$ cat src/rtl/mem_port_if.sv
// Fetch, load/store and RAM-side signals of the shared memory port.
// The arbiter uses the slave view; requesters and the RAM model use the master view.
interface mem_port_if #(
    parameter int ADDR_W = 10,
    parameter int DATA_W = 32
);
    logic              f_req;
    logic [ADDR_W-1:0] f_addr;
    logic              f_ack;
    logic [DATA_W-1:0] f_rdata;
    logic              d_req;
    logic              d_we;
    logic [ADDR_W-1:0] d_addr;
    logic [DATA_W-1:0] d_wdata;
    logic              d_ack;
    logic [DATA_W-1:0] d_rdata;
    logic [ADDR_W-1:0] ram_addr;
    logic              ram_we;
    logic [DATA_W-1:0] ram_wdata;
    logic [DATA_W-1:0] ram_rdata;
    logic              busy;

    modport slave (
        input  f_req, f_addr, d_req, d_we, d_addr, d_wdata, ram_rdata,
        output f_ack, f_rdata, d_ack, d_rdata, ram_addr, ram_we, ram_wdata, busy
    );

    modport master (
        output f_req, f_addr, d_req, d_we, d_addr, d_wdata, ram_rdata,
        input  f_ack, f_rdata, d_ack, d_rdata, ram_addr, ram_we, ram_wdata, busy
    );
endinterface

$ cat src/rtl/mem_port_arbiter.sv
// Round-robin arbiter sharing one RAM port between fetch and load/store; one access in flight.
// Ack at N+2+RD_LAT for reads, N+2 for stores; the losing requester holds req until served.
module mem_port_arbiter #(
    parameter int ADDR_W = 10,
    parameter int DATA_W = 32,
    parameter int RD_LAT = 1
) (
    input logic       clk,
    input logic       clr,
    mem_port_if.slave bus
);
    typedef enum logic [1:0] {IDLE, ACCESS, WAIT, DONE} state_t;
    typedef enum logic {PORT_F, PORT_D} port_t;

    state_t            state, state_nx;
    port_t             gnt, last, winner;
    logic              gnt_we;
    logic              grant;
    logic              is_store;
    logic              cap_rd;
    logic [2:0]        lat_cnt;
    logic [ADDR_W-1:0] ram_addr_q;
    logic [DATA_W-1:0] ram_wdata_q;
    logic [DATA_W-1:0] f_rdata_q;
    logic [DATA_W-1:0] d_rdata_q;

    // On a tie the port that did not win last time gets the grant.
    always_comb begin
        winner = PORT_F;
        if (bus.f_req && bus.d_req) begin
            winner = (last == PORT_F) ? PORT_D : PORT_F;
        end else if (bus.d_req) begin
            winner = PORT_D;
        end
    end

    assign grant    = (state == IDLE) && (bus.f_req || bus.d_req);
    assign is_store = (gnt == PORT_D) && gnt_we;
    assign cap_rd   = ((state == ACCESS) && !is_store && (RD_LAT == 0)) ||
                      ((state == WAIT) && (lat_cnt == 3'd1));

    always_comb begin
        state_nx = state;
        case (state)
            IDLE:    if (grant) state_nx = ACCESS;
            ACCESS:  state_nx = (is_store || (RD_LAT == 0)) ? DONE : WAIT;
            WAIT:    if (lat_cnt == 3'd1) state_nx = DONE;
            DONE:    state_nx = IDLE;
            default: state_nx = IDLE;
        endcase
    end

    always_ff @(posedge clk) begin
        if (clr) begin
            state       <= IDLE;
            gnt         <= PORT_F;
            last        <= PORT_F;
            gnt_we      <= 1'b0;
            lat_cnt     <= 3'd0;
            ram_addr_q  <= '0;
            ram_wdata_q <= '0;
            f_rdata_q   <= '0;
            d_rdata_q   <= '0;
        end else begin
            state <= state_nx;
            if (grant) begin
                gnt        <= winner;
                last       <= winner;
                gnt_we     <= (winner == PORT_D) && bus.d_we;
                ram_addr_q <= (winner == PORT_D) ? bus.d_addr : bus.f_addr;
                if (winner == PORT_D) begin
                    ram_wdata_q <= bus.d_wdata;
                end
            end
            if (state == ACCESS) begin
                lat_cnt <= 3'(RD_LAT);
            end else if (state == WAIT) begin
                lat_cnt <= lat_cnt - 3'd1;
            end
            if (cap_rd) begin
                if (gnt == PORT_D) begin
                    d_rdata_q <= bus.ram_rdata;
                end else begin
                    f_rdata_q <= bus.ram_rdata;
                end
            end
        end
    end

    // clr gates the strobe directly so an aborted store never reaches the array.
    assign bus.ram_we    = (state == ACCESS) && is_store && !clr;
    assign bus.ram_addr  = ram_addr_q;
    assign bus.ram_wdata = ram_wdata_q;
    assign bus.f_ack     = (state == DONE) && (gnt == PORT_F);
    assign bus.d_ack     = (state == DONE) && (gnt == PORT_D);
    assign bus.f_rdata   = f_rdata_q;
    assign bus.d_rdata   = d_rdata_q;
    assign bus.busy      = (state != IDLE);
endmodule

$ cat src/flat_wrapper.sv
// flat-port wrapper written by rule: the top's interface ports become plain ports
module mem_port_arbiter_flat 
#(
    parameter int ADDR_W = 10,
    parameter int DATA_W = 32,
    parameter int RD_LAT = 1
)
  (clk, clr, bus_f_req, bus_f_addr, bus_d_req, bus_d_we, bus_d_addr, bus_d_wdata, bus_ram_rdata, bus_f_ack, bus_f_rdata, bus_d_ack, bus_d_rdata, bus_ram_addr, bus_ram_we, bus_ram_wdata, bus_busy);
  mem_port_if #(.ADDR_W(ADDR_W), .DATA_W(DATA_W)) bus_i ();
  input logic clk;
  input logic clr;
  input wire logic [$bits(bus_i.f_req)-1:0] bus_f_req;
  input wire logic [$bits(bus_i.f_addr)-1:0] bus_f_addr;
  input wire logic [$bits(bus_i.d_req)-1:0] bus_d_req;
  input wire logic [$bits(bus_i.d_we)-1:0] bus_d_we;
  input wire logic [$bits(bus_i.d_addr)-1:0] bus_d_addr;
  input wire logic [$bits(bus_i.d_wdata)-1:0] bus_d_wdata;
  input wire logic [$bits(bus_i.ram_rdata)-1:0] bus_ram_rdata;
  output wire logic [$bits(bus_i.f_ack)-1:0] bus_f_ack;
  output wire logic [$bits(bus_i.f_rdata)-1:0] bus_f_rdata;
  output wire logic [$bits(bus_i.d_ack)-1:0] bus_d_ack;
  output wire logic [$bits(bus_i.d_rdata)-1:0] bus_d_rdata;
  output wire logic [$bits(bus_i.ram_addr)-1:0] bus_ram_addr;
  output wire logic [$bits(bus_i.ram_we)-1:0] bus_ram_we;
  output wire logic [$bits(bus_i.ram_wdata)-1:0] bus_ram_wdata;
  output wire logic [$bits(bus_i.busy)-1:0] bus_busy;
  assign bus_i.f_req = bus_f_req;
  assign bus_i.f_addr = bus_f_addr;
  assign bus_i.d_req = bus_d_req;
  assign bus_i.d_we = bus_d_we;
  assign bus_i.d_addr = bus_d_addr;
  assign bus_i.d_wdata = bus_d_wdata;
  assign bus_i.ram_rdata = bus_ram_rdata;
  assign bus_f_ack = bus_i.f_ack;
  assign bus_f_rdata = bus_i.f_rdata;
  assign bus_d_ack = bus_i.d_ack;
  assign bus_d_rdata = bus_i.d_rdata;
  assign bus_ram_addr = bus_i.ram_addr;
  assign bus_ram_we = bus_i.ram_we;
  assign bus_ram_wdata = bus_i.ram_wdata;
  assign bus_busy = bus_i.busy;
  mem_port_arbiter #(.ADDR_W(ADDR_W), .DATA_W(DATA_W), .RD_LAT(RD_LAT)) u_core (.clk(clk), .clr(clr), .bus(bus_i));
endmodule
$ cat config.mk
export PLATFORM = sky130hd
export DESIGN_NAME = mem_port_arbiter_flat
export DESIGN_NICKNAME = d
export VERILOG_FILES = /design/src/rtl/mem_port_if.sv /design/src/rtl/mem_port_arbiter.sv /design/src/flat_wrapper.sv
export SDC_FILE = /design/constraint.sdc
export NUM_CORES = 1
export LEC_CHECK = 0
export BUFFER_PORTS_ARGS = -buffer_cell sky130_fd_sc_hd__buf_2
export CORE_MARGIN = 2
export CORE_UTILIZATION = 30
export DETAILED_ROUTE_END_ITERATION = 8
export PLACE_DENSITY = 0.61
export SYNTH_ARGS = -nofsm -noshare
export SYNTH_HDL_FRONTEND = slang
export SYNTH_SLANG_ARGS = --single-unit
$ cat constraint.sdc
create_clock -name clk -period 4 [get_ports clk]
set_input_delay 0.6 -clock clk [delete_from_list [all_inputs] [get_ports clk]]
set_output_delay 0.6 -clock clk [all_outputs]
set_load 0.02 [all_outputs]
==> load_flow_metrics.sql <==
INSERT INTO impl_metrics (metric_group, metric, value, unit) VALUES
('grt', 'global_route.overflow_total', '0', ''),
('sta', 'post-route-worst-setup-slack', '1870', 'ps'),
('place', 'detailed_place_hpwl', '8230', 'um'),
('die', 'design.portCount', '199', ''),
('sta', 'min_period_over_period', '0.534', ''),
('die', 'fp.dieW', '122', 'um'),
('routing', 'routed_wl', '12000', 'um'),
('place', 'place_worst_setup_slack', '1920', 'ps'),
('die', 'die_area', '0.0148', 'mm^2'),
('synth', 'syn-instance-count', '527', ''),
('job', 'cap_violations', '0', ''),
('cts', 'postCtsResizedCells', '0', ''),
('cts', 'clock_insertion_delay_worst_skew', '410', 'ps'),
('hold_path', 'hold_path_class', 'input port to flop', ''),
('worst_setup_path', 'timing.rr.end', 'u_core.bus.d_rdata[12]', ''),
('layout', 'nNetsFinal', '813', ''),
('die', 'start_util', '0.311', ''),
('worst_setup_path', 'worst_r2r_path_depth', '7', ''),
('cts', 'cts_tree', 'built', ''),
('grt', 'antenna_found_initial', '0', ''),
('sta', 'rsz0062_at_grt', 'no', ''),
('cts', 'clk_path_buf_depth', '2', ''),
('sta', 'timing_max_transition_violations_final', '0', ''),
('status', 'status', 'finished clean', ''),
('cts', 'clock-sinks', '113', ''),
('synth', 'synth-warning-count', '0', ''),
('worst_setup_path', 'critical_path_depth', '5', ''),
('layout', 'fraction_of_final_layout_cells_sized_beyond_drive_strength_1', '0.331', ''),
('synth', 'avgSynthCellArea', '7.87', 'um^2'),
('synth', 'seq_area_frac_synth', '0.546', ''),
('sta', 'max_freq', '469', 'MHz'),
('layout', 'mostFrequentLayoutCell', 'nand2_1', ''),
('cts', 'post_cts.repair.setup_buffers', '0', ''),
('worst_setup_path', 'path_cells', 'inv_1 > ha_1 > nand3_1 > nor2_1 > buf_2', ''),
('cts', 'max_h_tree_level', '4', ''),
('worst_setup_path', 'path_buf_inv', '2', ''),
('place', 'post_dp_cell_area', '0.00526', 'mm^2'),
('synth', 'yosys.cell_types.count', '27', ''),
('layout', 'antenna-diode-count', '0', ''),
('worst_setup_path', 'setup.worst_path.class', 'flop to output port', ''),
('sta', 'setup_viol', '0', ''),
('place', 'gp_congestion', '0.764', ''),
('worst_setup_path', 'critical-path-slowest-cell', 'dfxtp_1', ''),
('power_and_ir_drop', 'powerDensity', '631', 'mW/mm^2'),
('worst_setup_path', 'setup.worst_path.start', 'u_core.state[1]', ''),
('worst_setup_path', 'critical_path.max_fanout', '5', ''),
('worst_setup_path', 'worstPathArrival', '1530', 'ps'),
('power_and_ir_drop', 'ir_drop', '0.000291', 'V'),
('power_and_ir_drop', 'power.leakage', '2.67', 'nW'),
('layout', 'layout.cells.most_common_list', '218 x nand2_1, 197 x buf_2, 113 x dfxtp_1, 97 x a21oi_1, 18 x nor2_1', ''),
('grt', 'grt_first_pass_wirelength', '19200', 'um'),
('cts', 'clkTransAtPathRegs', '50', 'ps'),
('cts', 'cts_buffers', '17', ''),
('worst_setup_path', 'endpoint_kind', 'output port', ''),
('routing', 'detail_route.vias_per_cell', '4.47', ''),
('synth', 'library_cell_with_the_largest_summed_area_after_synthesis', 'dfxtp_1', ''),
('routing', 'drc', '0', ''),
('synth', 'yosys_register_bits', '113', ''),
('sta', 'fin_crit', '2130', 'ps'),
('layout', 'layout-area-overhead-vs-synth', '41.9', '%'),
('die', 'floorplan.core_area', '0.0133', 'mm^2'),
('worst_setup_path', 'timing.critical_path.max_delay_family', 'flip-flops', ''),
('cts', 'cts_root_buffer', 'clkbuf_16', ''),
('routing', 'wire_per_inst', '13.3', 'um'),
('die', 'placementRows', '42', ''),
('synth', 'mappedNetlistArea', '0.00415', 'mm^2'),
('routing', 'drtPass1Iterations', '4', ''),
('die', 'die_h', '122', 'um'),
('grt', 'gr-usage-all-layers', '0.166', ''),
('sta', 'tightestPinTransition', '745', 'ps'),
('grt', 'grt_max_degree', '70', '');
-- synth_stat cells (all sizes together) --
library cell	n
nand3	1
and4b	1
dfxtp	113
a21oi	97
inv	6
nand3b	1
a211oi	1
clkbuf	14
a22oi	2
nand2b	2
xor2	1
nor2b	1
a21boi	1
o21ai	2
and2	2
a2111oi	1
nor2	20
buf	22
mux2i	1
nand2	218
or2	1
a311oi	10
ha	7
nor3	2
-- metrics by stage --
stage	hold WS, ps	std cells	utilization
after global placement	439	874	0.394
after global routing	425	905	0.441
final	427	905	0.441
after CTS	413	905	0.441
after detailed placement	443	874	0.394
after floorplan	457	527	-
-- routing by layer --
metal  share of wire  GRT usage
met1            0.44      0.204
met2            0.48      0.270
met3           0.059     0.0501
met4           0.020     0.0711
met5               0          0
-- layout make-up --
cell class	count	area [um^2]	area share
well taps	176	220	0.0374
clock inverters	9	129	0.0219
repair buffers	207	1060	0.180
inverters	6	22.5	0.00383
flip-flops and latches	113	2260	0.384
clock buffers	22	494	0.0840
multi-input cells	372	1700	0.288
-- worst register-to-register path: stages, from the launching register on --
cell,delay (ps)
dfxtp_1,380
inv_1,110
ha_1,280
nand3b_1,190
or2_1,130
buf_4,330
nand2_1,100
a21oi_1,160
-- state kept, by name, indices dropped and copies added, names as in the netlist --
name and cells:
u_core.bus.d_rdata 32, u_core.bus.f_rdata 32, u_core.bus.ram_addr 10, u_core.bus.ram_wdata 32, u_core.gnt_we 1, u_core.last 1, u_core.lat_cnt 3, u_core.state 2
-- power breakdown --
group          switching (mW)  total [mW]  internal (mW)
registers              0.0798        1.35           1.27
logic                   0.523       0.799          0.276
clock network           0.509        1.56           1.05
-- worst min-delay path by stage --
stage | start | to | slack (ps) | cells after the start
5_1_grt | bus_ram_rdata[17] | u_core.bus.f_rdata[17] | 430 | 3
4_1_cts | bus_d_wdata[29] | u_core.bus.ram_wdata[29] | 410 | 3
3_5_place_dp | u_core.bus.ram_wdata[6] | u_core.bus.ram_wdata[6] | 440 | 2
3_3_place_gp | u_core.bus.f_rdata[0] | u_core.bus.f_rdata[0] | 440 | 2
6_report | bus_d_wdata[19] | u_core.bus.ram_wdata[19] | 430 | 3
2_1_floorplan | u_core.lat_cnt[1] | u_core.lat_cnt[1] | 460 | 2
-- logic make-up (layout without fill, tap and decap cells) --
family	count (synthesis)	count (layout)	synth area share
compound gates	114	114	0.150
xor+xnor	1	1	0.00211
fa+ha+maj	7	7	0.0211
buf+inv	42	244	0.0465
flops	113	113	0.546
mux	1	1	0.00241
simple gates	249	249	0.232
Note: power is estimated with default switching activity, not from simulation.
